[config.mk]
export PLATFORM = sky130hd
export DESIGN_NAME = dec_scan_sequencer_flat
export DESIGN_NICKNAME = d
export VERILOG_FILES = /design/src/rtl/dec_scan_if.sv /design/src/rtl/dec_scan_sequencer.sv /design/src/flat_wrapper.sv
export SDC_FILE = /design/constraint.sdc
export NUM_CORES = 1
export LEC_CHECK = 0
export CAP_MARGIN = 5
export CORE_MARGIN = 5
export CORE_UTILIZATION = 47
export CTS_CLUSTER_DIAMETER = 40
export DETAILED_ROUTE_END_ITERATION = 12
export GPL_ROUTABILITY_DRIVEN = 0
export PLACE_DENSITY_LB_ADDON = 0.1
export SLEW_MARGIN = 20
export SYNTH_ARGS = -nofsm -noshare
export SYNTH_HDL_FRONTEND = slang
export SYNTH_SLANG_ARGS = --single-unit
[constraint.sdc]
create_clock -name clk -period 1.7 [get_ports clk]
set_clock_uncertainty 0.1 [all_clocks]
set_input_delay 0.51 -clock clk [delete_from_list [all_inputs] [get_ports clk]]
set_output_delay 0.51 -clock clk [all_outputs]
set_load 0.01 [all_outputs]
[src/rtl/dec_scan_if.sv]
// Command/status bundle between a scan controller and the decoder sequencer.
// The master issues sweep commands; the slave (the sequencer) drives the
// decoder select/enable and the sweep status flags.
interface dec_scan_if #(
    parameter int DWELL_W = 8
);
    logic               start;
    logic               stop;
    logic               mode;
    logic [DWELL_W-1:0] dwell;
    logic [3:0]         sel;
    logic               en;
    logic               busy;
    logic               wrap;
    logic               done;

    modport master (
        output start, stop, mode, dwell,
        input  sel, en, busy, wrap, done
    );

    modport slave (
        input  start, stop, mode, dwell,
        output sel, en, busy, wrap, done
    );
endinterface

[src/rtl/dec_scan_sequencer.sv]
// Scan sequencer for a 4-to-16 active-low decoder. Walks the select code
// 0..15, holding each selection for dwell+1 enabled cycles, with an
// enable-low blanking gap ahead of every selection so two decoder outputs
// are never low together. Single-sweep or continuous operation.
module dec_scan_sequencer #(
    parameter int DWELL_W   = 8,
    parameter int BLANK_CYC = 1
) (
    input  logic       clk,
    input  logic       resetn,
    dec_scan_if.slave  bus
);

    typedef enum logic [1:0] {
        IDLE  = 2'd0,
        BLANK = 2'd1,
        HOLD  = 2'd2
    } state_t;

    // Blank counter is kept at least one bit wide so the BLANK_CYC = 0
    // build still elaborates; in that build BLANK is never entered.
    localparam int            BW         = (BLANK_CYC > 1) ? $clog2(BLANK_CYC) : 1;
    localparam logic [BW-1:0] BLANK_LAST = (BLANK_CYC > 0) ? BW'(BLANK_CYC - 1) : '0;

    state_t             state_reg;
    logic [3:0]         sel_reg;
    logic               en_reg;
    logic               busy_reg;
    logic               wrap_reg;
    logic               done_reg;
    logic [DWELL_W-1:0] cnt_reg;
    logic [BW-1:0]      blank_reg;
    logic               mode_reg;
    logic [DWELL_W-1:0] dwell_reg;

    assign bus.sel  = sel_reg;
    assign bus.en   = en_reg;
    assign bus.busy = busy_reg;
    assign bus.wrap = wrap_reg;
    assign bus.done = done_reg;

    // Sweep FSM with registered outputs; the asynchronous reset pulls en low
    // immediately so no decoder output stays asserted through a reset.
    always_ff @(posedge clk or negedge resetn) begin
        if (!resetn) begin
            state_reg <= IDLE;
            sel_reg   <= 4'd0;
            en_reg    <= 1'b0;
            busy_reg  <= 1'b0;
            wrap_reg  <= 1'b0;
            done_reg  <= 1'b0;
            cnt_reg   <= '0;
            blank_reg <= '0;
            mode_reg  <= 1'b0;
            dwell_reg <= '0;
        end else begin
            wrap_reg <= 1'b0;
            done_reg <= 1'b0;
            case (state_reg)
                IDLE: begin
                    en_reg   <= 1'b0;
                    sel_reg  <= 4'd0;
                    busy_reg <= 1'b0;
                    if (bus.start && !bus.stop) begin
                        mode_reg  <= bus.mode;
                        dwell_reg <= bus.dwell;
                        busy_reg  <= 1'b1;
                        cnt_reg   <= '0;
                        blank_reg <= '0;
                        if (BLANK_CYC == 0) begin
                            state_reg <= HOLD;
                            en_reg    <= 1'b1;
                        end else begin
                            state_reg <= BLANK;
                        end
                    end
                end

                BLANK: begin
                    if (bus.stop) begin
                        state_reg <= IDLE;
                        en_reg    <= 1'b0;
                        sel_reg   <= 4'd0;
                        busy_reg  <= 1'b0;
                    end else if (blank_reg == BLANK_LAST) begin
                        state_reg <= HOLD;
                        en_reg    <= 1'b1;
                        cnt_reg   <= '0;
                    end else begin
                        blank_reg <= blank_reg + 1'b1;
                    end
                end

                HOLD: begin
                    if (bus.stop) begin
                        state_reg <= IDLE;
                        en_reg    <= 1'b0;
                        sel_reg   <= 4'd0;
                        busy_reg  <= 1'b0;
                    end else if (cnt_reg != dwell_reg) begin
                        cnt_reg <= cnt_reg + 1'b1;
                    end else begin
                        // Hold complete: advance the index. The 4-bit add
                        // rolls 15 over to 0 for the next sweep.
                        cnt_reg   <= '0;
                        blank_reg <= '0;
                        sel_reg   <= sel_reg + 4'd1;
                        if (sel_reg == 4'd15) begin
                            wrap_reg <= 1'b1;
                        end
                        if (sel_reg == 4'd15 && !mode_reg) begin
                            state_reg <= IDLE;
                            en_reg    <= 1'b0;
                            busy_reg  <= 1'b0;
                            done_reg  <= 1'b1;
                        end else if (BLANK_CYC == 0) begin
                            state_reg <= HOLD;
                            en_reg    <= 1'b1;
                        end else begin
                            state_reg <= BLANK;
                            en_reg    <= 1'b0;
                        end
                    end
                end

                default: begin
                    state_reg <= IDLE;
                    en_reg    <= 1'b0;
                    sel_reg   <= 4'd0;
                    busy_reg  <= 1'b0;
                end
            endcase
        end
    end

endmodule

[src/flat_wrapper.sv]
// flat-port wrapper written by rule: the top's interface ports become plain ports
module dec_scan_sequencer_flat 
#(
    parameter int DWELL_W   = 8,
    parameter int BLANK_CYC = 1
)
  (clk, resetn, bus_start, bus_stop, bus_mode, bus_dwell, bus_sel, bus_en, bus_busy, bus_wrap, bus_done);
  dec_scan_if #(.DWELL_W(DWELL_W)) bus_i ();
  input  logic clk;
  input  logic resetn;
  input wire logic [$bits(bus_i.start)-1:0] bus_start;
  input wire logic [$bits(bus_i.stop)-1:0] bus_stop;
  input wire logic [$bits(bus_i.mode)-1:0] bus_mode;
  input wire logic [$bits(bus_i.dwell)-1:0] bus_dwell;
  output wire logic [$bits(bus_i.sel)-1:0] bus_sel;
  output wire logic [$bits(bus_i.en)-1:0] bus_en;
  output wire logic [$bits(bus_i.busy)-1:0] bus_busy;
  output wire logic [$bits(bus_i.wrap)-1:0] bus_wrap;
  output wire logic [$bits(bus_i.done)-1:0] bus_done;
  assign bus_i.start = bus_start;
  assign bus_i.stop = bus_stop;
  assign bus_i.mode = bus_mode;
  assign bus_i.dwell = bus_dwell;
  assign bus_sel = bus_i.sel;
  assign bus_en = bus_i.en;
  assign bus_busy = bus_i.busy;
  assign bus_wrap = bus_i.wrap;
  assign bus_done = bus_i.done;
  dec_scan_sequencer #(.DWELL_W(DWELL_W), .BLANK_CYC(BLANK_CYC)) u_core (.clk(clk), .resetn(resetn), .bus(bus_i));
endmodule
Yosys cells after proc, flatten, opt, wreduce, memory -nomap -nowiden
Cells that the tools add are included.

Bits in registers: 28. Output and inout bits: 8. Word-level logic and storage cells: 80.

Add/sub/neg operators: 3. Equal/unequal tests: 13. Multiplexer cells: 41. Reduce and logical (&&, ||, !) cells: 13.

Operators by type and width (number): two-way mux 8 bit (5); one-hot mux 8 bit (3 select lines) (1); two-way mux 1 bit (22); two-way mux 4 bit (3); two-way mux 2 bit (5); != test 2 bit, second input constant (5); AND reduction 5 bit (2); adder 8 x 1 -> 8 bit, second input constant (1); != test 8 bit (1); one-hot mux 4 bit (2 select lines) (1); != test 3 bit, second input constant (2); one-hot mux 1 bit (3 select lines) (2); one-hot mux 2 bit (3 select lines) (1); AND reduction 2 bit (3); AND reduction 3 bit (2); adder 4 x 1 -> 4 bit, second input constant (1); equality test 4 bit, second input constant (1); != test 3 x 2 -> 1 bit, second input constant (1); nonzero test 3 bit (1); equality test 2 x 1 -> 1 bit, second input constant (1); equality test 2 bit, second input constant (1); logical AND 1 bit (2); logical NOT 1 bit (2); logical NOT 2 bit (1); 3 further kinds (3).

Logic depth before layout (Yosys ltp)
Gate-level depths: netlist of the first run.

Depth in word-level cells: 6. Mapped depth: 6. Gate-level depth less buffers: 6.

Least setup slack after synthesis of the first run
OpenSTA, ideal clock, no wires.

Path kind: register to register. From: register u_core.cnt_reg[3]. To: register u_core.sel_reg[3] (netlist: u_core.bus.sel[3]). Setup time: 0.069 ns. Data arrival time: 1.631 ns. Setup slack: -0.100 ns. Stages on the path, launching flop included: 6. Path buffers: 0. Cells stage by stage: dfrtp_1 -> xor2_1 -> nor4_2 -> nand2_2 -> or4_1 -> nand3_1.

Word-level cells in the longest chain between the ends: 3.

RTL lines: start, declared (RTL line dec_scan_sequencer.sv:31) `logic [DWELL_W-1:0] cnt_reg;`; start signal, assigned (RTL line dec_scan_sequencer.sv:101) `cnt_reg <= cnt_reg + 1'b1;`; != test 8 bit (RTL line dec_scan_sequencer.sv:100) `end else if (cnt_reg != dwell_reg) begin`; != test 3 bit (no line); AND reduction 2 bit (no line); end signal, assigned (RTL line dec_scan_sequencer.sv:107) `sel_reg <= sel_reg + 4'd1;`; end, declared (RTL line dec_scan_sequencer.sv:26) `logic [3:0] sel_reg;`.

Every way passes these cells. A chain may end at the register's enable or synchronous reset.

Worst setup path after layout of the first run
From: register u_core.cnt_reg[1]. To: register u_core.busy_reg (netlist: u_core.bus.busy).

Word-level cells in the longest chain between the ends: 3.

RTL lines: != test 8 bit (RTL line dec_scan_sequencer.sv:100); != test 3 bit (no line); AND reduction 3 bit (no line); end signal, assigned (RTL line dec_scan_sequencer.sv:99) `busy_reg <= 1'b0;`; end signal, assigned (RTL line dec_scan_sequencer.sv:114) `busy_reg <= 1'b0;`; end signal, assigned (RTL line dec_scan_sequencer.sv:130) `busy_reg <= 1'b0;`; end, declared (RTL line dec_scan_sequencer.sv:28) `logic busy_reg;`.

Every way passes these cells.

==> results of run 1 <==
## power by group through the flow
stage / clock network [mW] / logic, mW / registers [mW]
6_report: 0.290 / 0.536 / 0.836
5_1_grt: 0.324 / 0.584 / 0.850
4_1_cts: 0.292 / 0.488 / 0.829
3_5_place_dp: 0 / 0.440 / 0.845
3_3_place_gp: 0 / 0.424 / 0.840
2_1_floorplan: 0 / 0.234 / 0.834
## area by class of cell
class                           instances  share of cell area, %
Multi-Input combinational cell         86                   37.2
Sequential cell                        27                   34.9
Timing Repair Buffer                   56                   24.6
Tap cell                               31                   2.00
Clock buffer                            4                   1.35
## Yosys cell counts, types with 3 or more instances
cell	number	area, um2
nand2_1	6	22.5
mux2_2	10	113
nor2b_1	3	18.8
nand3_1	10	50.1
o31ai_1	5	37.5
nand2b_1	3	18.8
xor2_1	8	70.1
o21ai_0	4	20.0
dfrtp_1	27	676
nor2_1	5	18.8
and3_1	5	31.3
a22oi_1	3	22.5
## placed cells by master, fill, tap and decap left out, drive strengths merged, types with 2 or more instances in the layout
master         Yosys  routed
buf                1      36
dfrtp             27      27
clkdlybuf4s50      0      12
mux2              10      10
nand3             10      10
dlygate4sd2        0       8
xor2               8       8
nand2              7       7
nor2               5       5
and3               5       5
o31ai              5       5
clkbuf             2       4
o21ai              4       4
nand2b             3       3
a22oi              3       3
nor2b              3       3
a21oi              2       2
a32oi              2       2
ha                 2       2
nor4               2       2
## through the flow
step                cells  worst slack (ns)
floorplan             116           -0.0580
global placement      187            -0.472
detailed placement    187            -0.561
CTS                   202            -0.179
global route          204            -0.277
finish                204            -0.225
## metal layers
layer  wire (um)  GRT usage [%]  share of wire (%)
met4          21           3.98               0.66
met2        1580           26.3                 49
met3         183           4.50                5.7
met5           0              0                  0
met1        1410           22.1                 44
## what timing repair did
item / CTS / global route
pin swaps: 9 / 10
endpoints found under the setup margin: 24 / 28
setup buffers: 13 / 4
hold endpoints to repair: 0 / 0
cloned: 0 / 0
resized for setup: 20 / 11
## critical path, stage by stage (launching register included)
cell and delay [ns]:
dfrtp_1 0.44, xor2_2 0.20, nor4_4 0.38, nand2_4 0.09
buf_6 0.14, o311ai_0 0.36, nand2_1 0.11
## final timing paths
kind,startpoint,endpoint,slack [ns],depth (start not counted)
min in group clk,u_core.bus.en,u_core.bus.en,0.43,1
max in group asynchronous,resetn,u_core.cnt_reg[4],0.92,2
max reg2reg,u_core.cnt_reg[1],u_core.bus.busy,-0.22,6
min,resetn,u_core.bus.sel[0],0.41,2
min reg2reg,u_core.bus.en,u_core.bus.en,0.43,1
max,u_core.cnt_reg[1],u_core.bus.busy,-0.22,6
## kinds of logic (layout without fill, tap and decap cells)
| family | after synthesis | count (layout) |
|---|---|---|
| AO/OA/AOI/OAI | 24 | 24 |
| XOR/XNOR | 8 | 8 |
| adder cells (fa/ha/maj) | 2 | 2 |
| buffers and inverters | 3 | 60 |
| flip-flops | 27 | 27 |
| multiplexers | 10 | 10 |
| AND/OR/NAND/NOR | 42 | 42 |
==> flow_summary.yaml, run 1 <==
synthesis:
  ys_types: 34
  synth_fa_ha_area_share_pct: 1.91
  ys_ff_latch: 27
  syn_area_um2: 1310
  yosys.area_share.simple_pct: 18.3
  synth-async-reset-ratio_pct: 100
  synth_compound_area_share_pct: 13.2
  ys_seq_area_share_pct: 51.7
  ys.flop_type: "dfrtp_1"
  syn_inst: 116
  synthXorXnorAreaFrac_pct: 5.36
  synth_edf_count: 0
  yosysWarnings: 0
  synth_top_family_by_area: "simple AND/OR/NAND/NOR gates"
  avgSynthCellArea_um2: 11.3
  synth_nets: 131
  synthMuxAreaShare_pct: 8.61
layout:
  drive_gt1_share_pct: 39.9
  fin_area_um2: 1940
  multi_input_area_um2: 722
  fillers: 198
  antenna_cells: 0
  nets: 189
  seqCellArea_um2: 677
  fin_util_pct: 71.6
  syn_to_final_growth_pct: 48.4
clock_tree:
  cts_tree: "built"
  cts_buffer_depth: 2
  cts.sinks: 27
  clk_latency_ns: 0.33
  clkTransAtPathRegs_ns: 0.15
  cts_root_buffer: "clkbuf_4"
  cts_inserted_buffers: 3
  cts_hold_buf: 0
  htree_levels: 1
timing:
  hold_violations: 0
  max-slew-margin-rel_pct: 51.7
  worst_pin_slew_ns: 0.720
  finalSetupViolCount: 24
  slew_violations: 0
  rsz0062_at_grt: "true"
  setup_tns_ns: -2.25
  worst_slack_ns: -0.225
  hold-worst-slack_ns: 0.409
  fmax_mhz: 520
  period_needed_ns: 1.92
  layout_worst_path_cycle_share_pct: 113
setup_path:
  path_max_fanout: 6
  path_class: "reg -> reg"
  cp.required_ns: 1.82
  start_kind: "flop"
  cp-end-kind: "flop"
  cp.arrival_ns: 2.05
power:
  p_leak_nw: 0.939
  seq_power_share_pct: 50.3
  intPower_mw: 1.13
  vdd_drop_max_mv: 0.745
  switchingPower_mw: 0.530
  p_per_area_nw_per_um2: 856
  p_clk_share_pct: 17.4
  p_total_mw: 1.66
  combPwrFrac_pct: 32.2
  p_sw_share_pct: 31.9
drt:
  drtPass1Iterations: 4
  ant_nets: 0
  drt_iter0_drc: 66
  wl_per_cell_um: 15.7
  wl_um: 3200
  vias_per_cell: 5.56
  drc: 0
  route.vias.total: 1134
placed_design:
  dp_hpwl_um: 2140
  placed_area_um2: 1730
  io_buffers: 20
global_routing:
  grt.overflow.total: 0
  grt_first_pass_wirelength_um: 5280
  grtUsageTotal_pct: 16.5
  grt_pass1_vias: 1125
  antenna_found_initial: 0
  grt_max_degree: 28
floorplanning:
  num_rows: 19
  initial_core_util_pct: 48.2
  coreArea_um2: 2710
  die_area_um2: 3940
  ios: 21
  fp.dieH_um: 62.7
  die_w_um: 62.7
hold_path:
  hp-class: "in -> async"
run_status:
  violations: "negative setup slack"
  outcome: "finished with violations"
run:
  drv_cap: 0
(Power assumes the default switching activity.)
==> inputs of run 2 (changes only) <==
--- a/config.mk
+++ b/config.mk
@@ -5,6 +5,7 @@
 export SDC_FILE = /design/constraint.sdc
 export NUM_CORES = 1
 export LEC_CHECK = 0
+export ABC_CLOCK_PERIOD_IN_PS = 1700
 export CAP_MARGIN = 5
 export CORE_MARGIN = 5
 export CORE_UTILIZATION = 47
==> results of run 2 <==
The final DEF is identical to that of run 1; final timing and power are the same.
==> inputs of run 3 (changes only) <==
--- a/config.mk
+++ b/config.mk
@@ -8,11 +8,11 @@
 export ABC_CLOCK_PERIOD_IN_PS = 1700
 export CAP_MARGIN = 5
 export CORE_MARGIN = 5
-export CORE_UTILIZATION = 47
+export CORE_UTILIZATION = 45
 export CTS_CLUSTER_DIAMETER = 40
 export DETAILED_ROUTE_END_ITERATION = 12
 export GPL_ROUTABILITY_DRIVEN = 0
-export PLACE_DENSITY_LB_ADDON = 0.1
+export PLACE_DENSITY = 0.8
 export SLEW_MARGIN = 20
 export SYNTH_ARGS = -nofsm -noshare
 export SYNTH_HDL_FRONTEND = slang
==> run 3 against run 2 <==
The run still ends with negative setup slack left. Critical path depth fell by 1. Non-clock buffer count fell by 8. Via count rose by 5.6%. First-iteration DRC count rose by 20%. Sequential power increased by 2%. Worst hold slack better by 0.013 ns. Final cell count is 3.9% lower. Count of clock-buffer cells in the layout unchanged. Largest cell class unchanged.
==> flow_summary.yaml, run 3 (synthesis gave the netlist of run 1 again) <==
clock_tree:
  cts_tree: "built"
  cts_root_buffer: "clkbuf_4"
  cts.sinks: 27
  cts_inserted_buffers: 3
  clk_latency_ns: 0.32
  htree_levels: 1
  cts_hold_buf: 0
  clkTransAtPathRegs_ns: 0.15
  cts_buffer_depth: 2
global_routing:
  antenna_found_initial: 0
  grtUsageTotal_pct: 18.1
  grt_max_degree: 28
  grt.overflow.total: 0
  grt_pass1_vias: 1250
  grt_first_pass_wirelength_um: 5900
floorplanning:
  die_w_um: 63.9
  ios: 21
  die_area_um2: 4080
  fp.dieH_um: 63.9
  num_rows: 19
  coreArea_um2: 2780
  initial_core_util_pct: 47.0
setup_path:
  worst-r2r-setup-slack_ns: -0.25
  path_class: "reg -> reg"
  timing.rr.start: "u_core.dwell_reg[1]"
  worstSetupPathDepth: 5
  cp.required_ns: 1.87
  critPathCapture: "u_core.bus.sel[3]"
  critical_path_buf_inv_count: 0
  r2r_end: "u_core.bus.sel[3]"
  start_kind: "flop"
  path_max_fanout: 6
  crit_family: "simple AND/OR/NAND/NOR gates"
  path_cells: "xor2_1 > nor4_2 > nand2_2 > or4_1 > nand3_1"
  ff2ff_path_depth: 5
  startpoint: "u_core.dwell_reg[1]"
  slowest_stage: "or4_1"
  cp.arrival_ns: 2.12
  cp-end-kind: "flop"
  critPathMaxStageDelay_ns: 0.56
timing:
  worst_slack_ns: -0.248
  worst_pin_slew_ns: 0.345
  period_needed_ns: 1.95
  finalSetupViolCount: 19
  rsz0062_at_grt: "true"
  hold_violations: 0
  max-slew-margin-rel_pct: 76.8
  fmax_mhz: 513
  setup_tns_ns: -1.87
  layout_worst_path_cycle_share_pct: 115
  slew_violations: 0
drt:
  drtPass1Iterations: 5
  vias_per_cell: 6.11
  wl_per_cell_um: 18.3
  route.vias.total: 1198
  ant_nets: 0
  wl_um: 3590
  drt_iter0_drc: 79
  drc: 0
power:
  p_leak_nw: 0.883
  p_total_mw: 1.62
  vdd_drop_max_mv: 0.649
  p_per_area_nw_per_um2: 865
run_status:
  violations: "negative setup slack"
  outcome: "finished with violations"
layout:
  multi_input_area_um2: 714
  antenna_cells: 0
  seqCellArea_um2: 677
  fin_util_pct: 67.5
  fin_area_um2: 1880
  syn_to_final_growth_pct: 43.5
  nets: 181
  fillers: 205
  final_common_cell: "dfrtp_1"
  most-common-layout-cells: "dfrtp_1, buf_4, clkdlybuf4s50_1"
  drive_gt1_share_pct: 34.5
hold_path:
  hp-class: "in -> async"
placed_design:
  io_buffers: 20
  dp_hpwl_um: 2350
  placed_area_um2: 1700
run:
  drv_cap: 0
[run 3: cell count changes in the layout (fill, tap and decap cells not counted), moves of 2 or more]
cell | before | now
a22oi_1 | 0 | 2
a22oi_2 | 3 | 1
buf_4 | 34 | 25
nand3_1 | 8 | 10
[run 3: metal layers]
layer  share of wire, %  vias to the layer above  routed length, um  global-route usage (%)
met3                5.3                       14                190                    3.50
met4                2.8                        0                 99                    7.27
li1                   -                      534                  -                       -
met2                 53                       63               1920                    30.5
met1                 39                      587               1380                    22.6
met5                  0                        -                  0                       0
[run 3: worst register-to-register path, delay by kind of cell (launching register included)]
family                    cells  cell delay, ns
and+or+nand+nor               4            1.20
xor gates and xnor gates      1            0.18
DFF                           1            0.43
[run 3: timing repair]
action / CTS / global route
resized for setup: 13 / 18
setup buffers: 8 / 5
pin swaps: 3 / 7
endpoints found under the setup margin: 31 / 28
[run 3: layout make-up]
type / count / share of cell area [%]
multi-input cells: 86 / 38.1
well taps: 31 / 2.07
clock buffers: 4 / 1.40
flip-flops and latches: 27 / 36.1
repair buffers: 48 / 22.4
[run 3: power by group]
part	switching, mW	total [mW]	internal [mW]	leakage, nW
sequential	0.100	0.849	0.749	0.352
clock	0.192	0.284	0.0918	0.0150
combinational	0.231	0.491	0.260	0.516
total	0.523	1.62	1.10	0.883
[run 3: stage by stage]
stage          cells  hold WS [ns]  worst slack (ns)
6_report         196         0.422            -0.248
5_1_grt          196         0.434            -0.329
4_1_cts          196         0.428            -0.207
3_5_place_dp     184         0.401            -0.393
3_3_place_gp     184         0.397            -0.304
2_1_floorplan    116         0.114           -0.0580
[run 3: worst min path at each step]
stage,startpoint,slack (ns),end
after global routing,resetn,0.43,u_core.cnt_reg[1]
final,resetn,0.42,u_core.cnt_reg[0]
after global placement,u_core.bus.en,0.40,u_core.bus.en
after detailed placement,u_core.bus.busy,0.40,u_core.bus.busy
after floorplan,resetn,0.11,u_core.bus.busy
after CTS,resetn,0.43,u_core.dwell_reg[6]
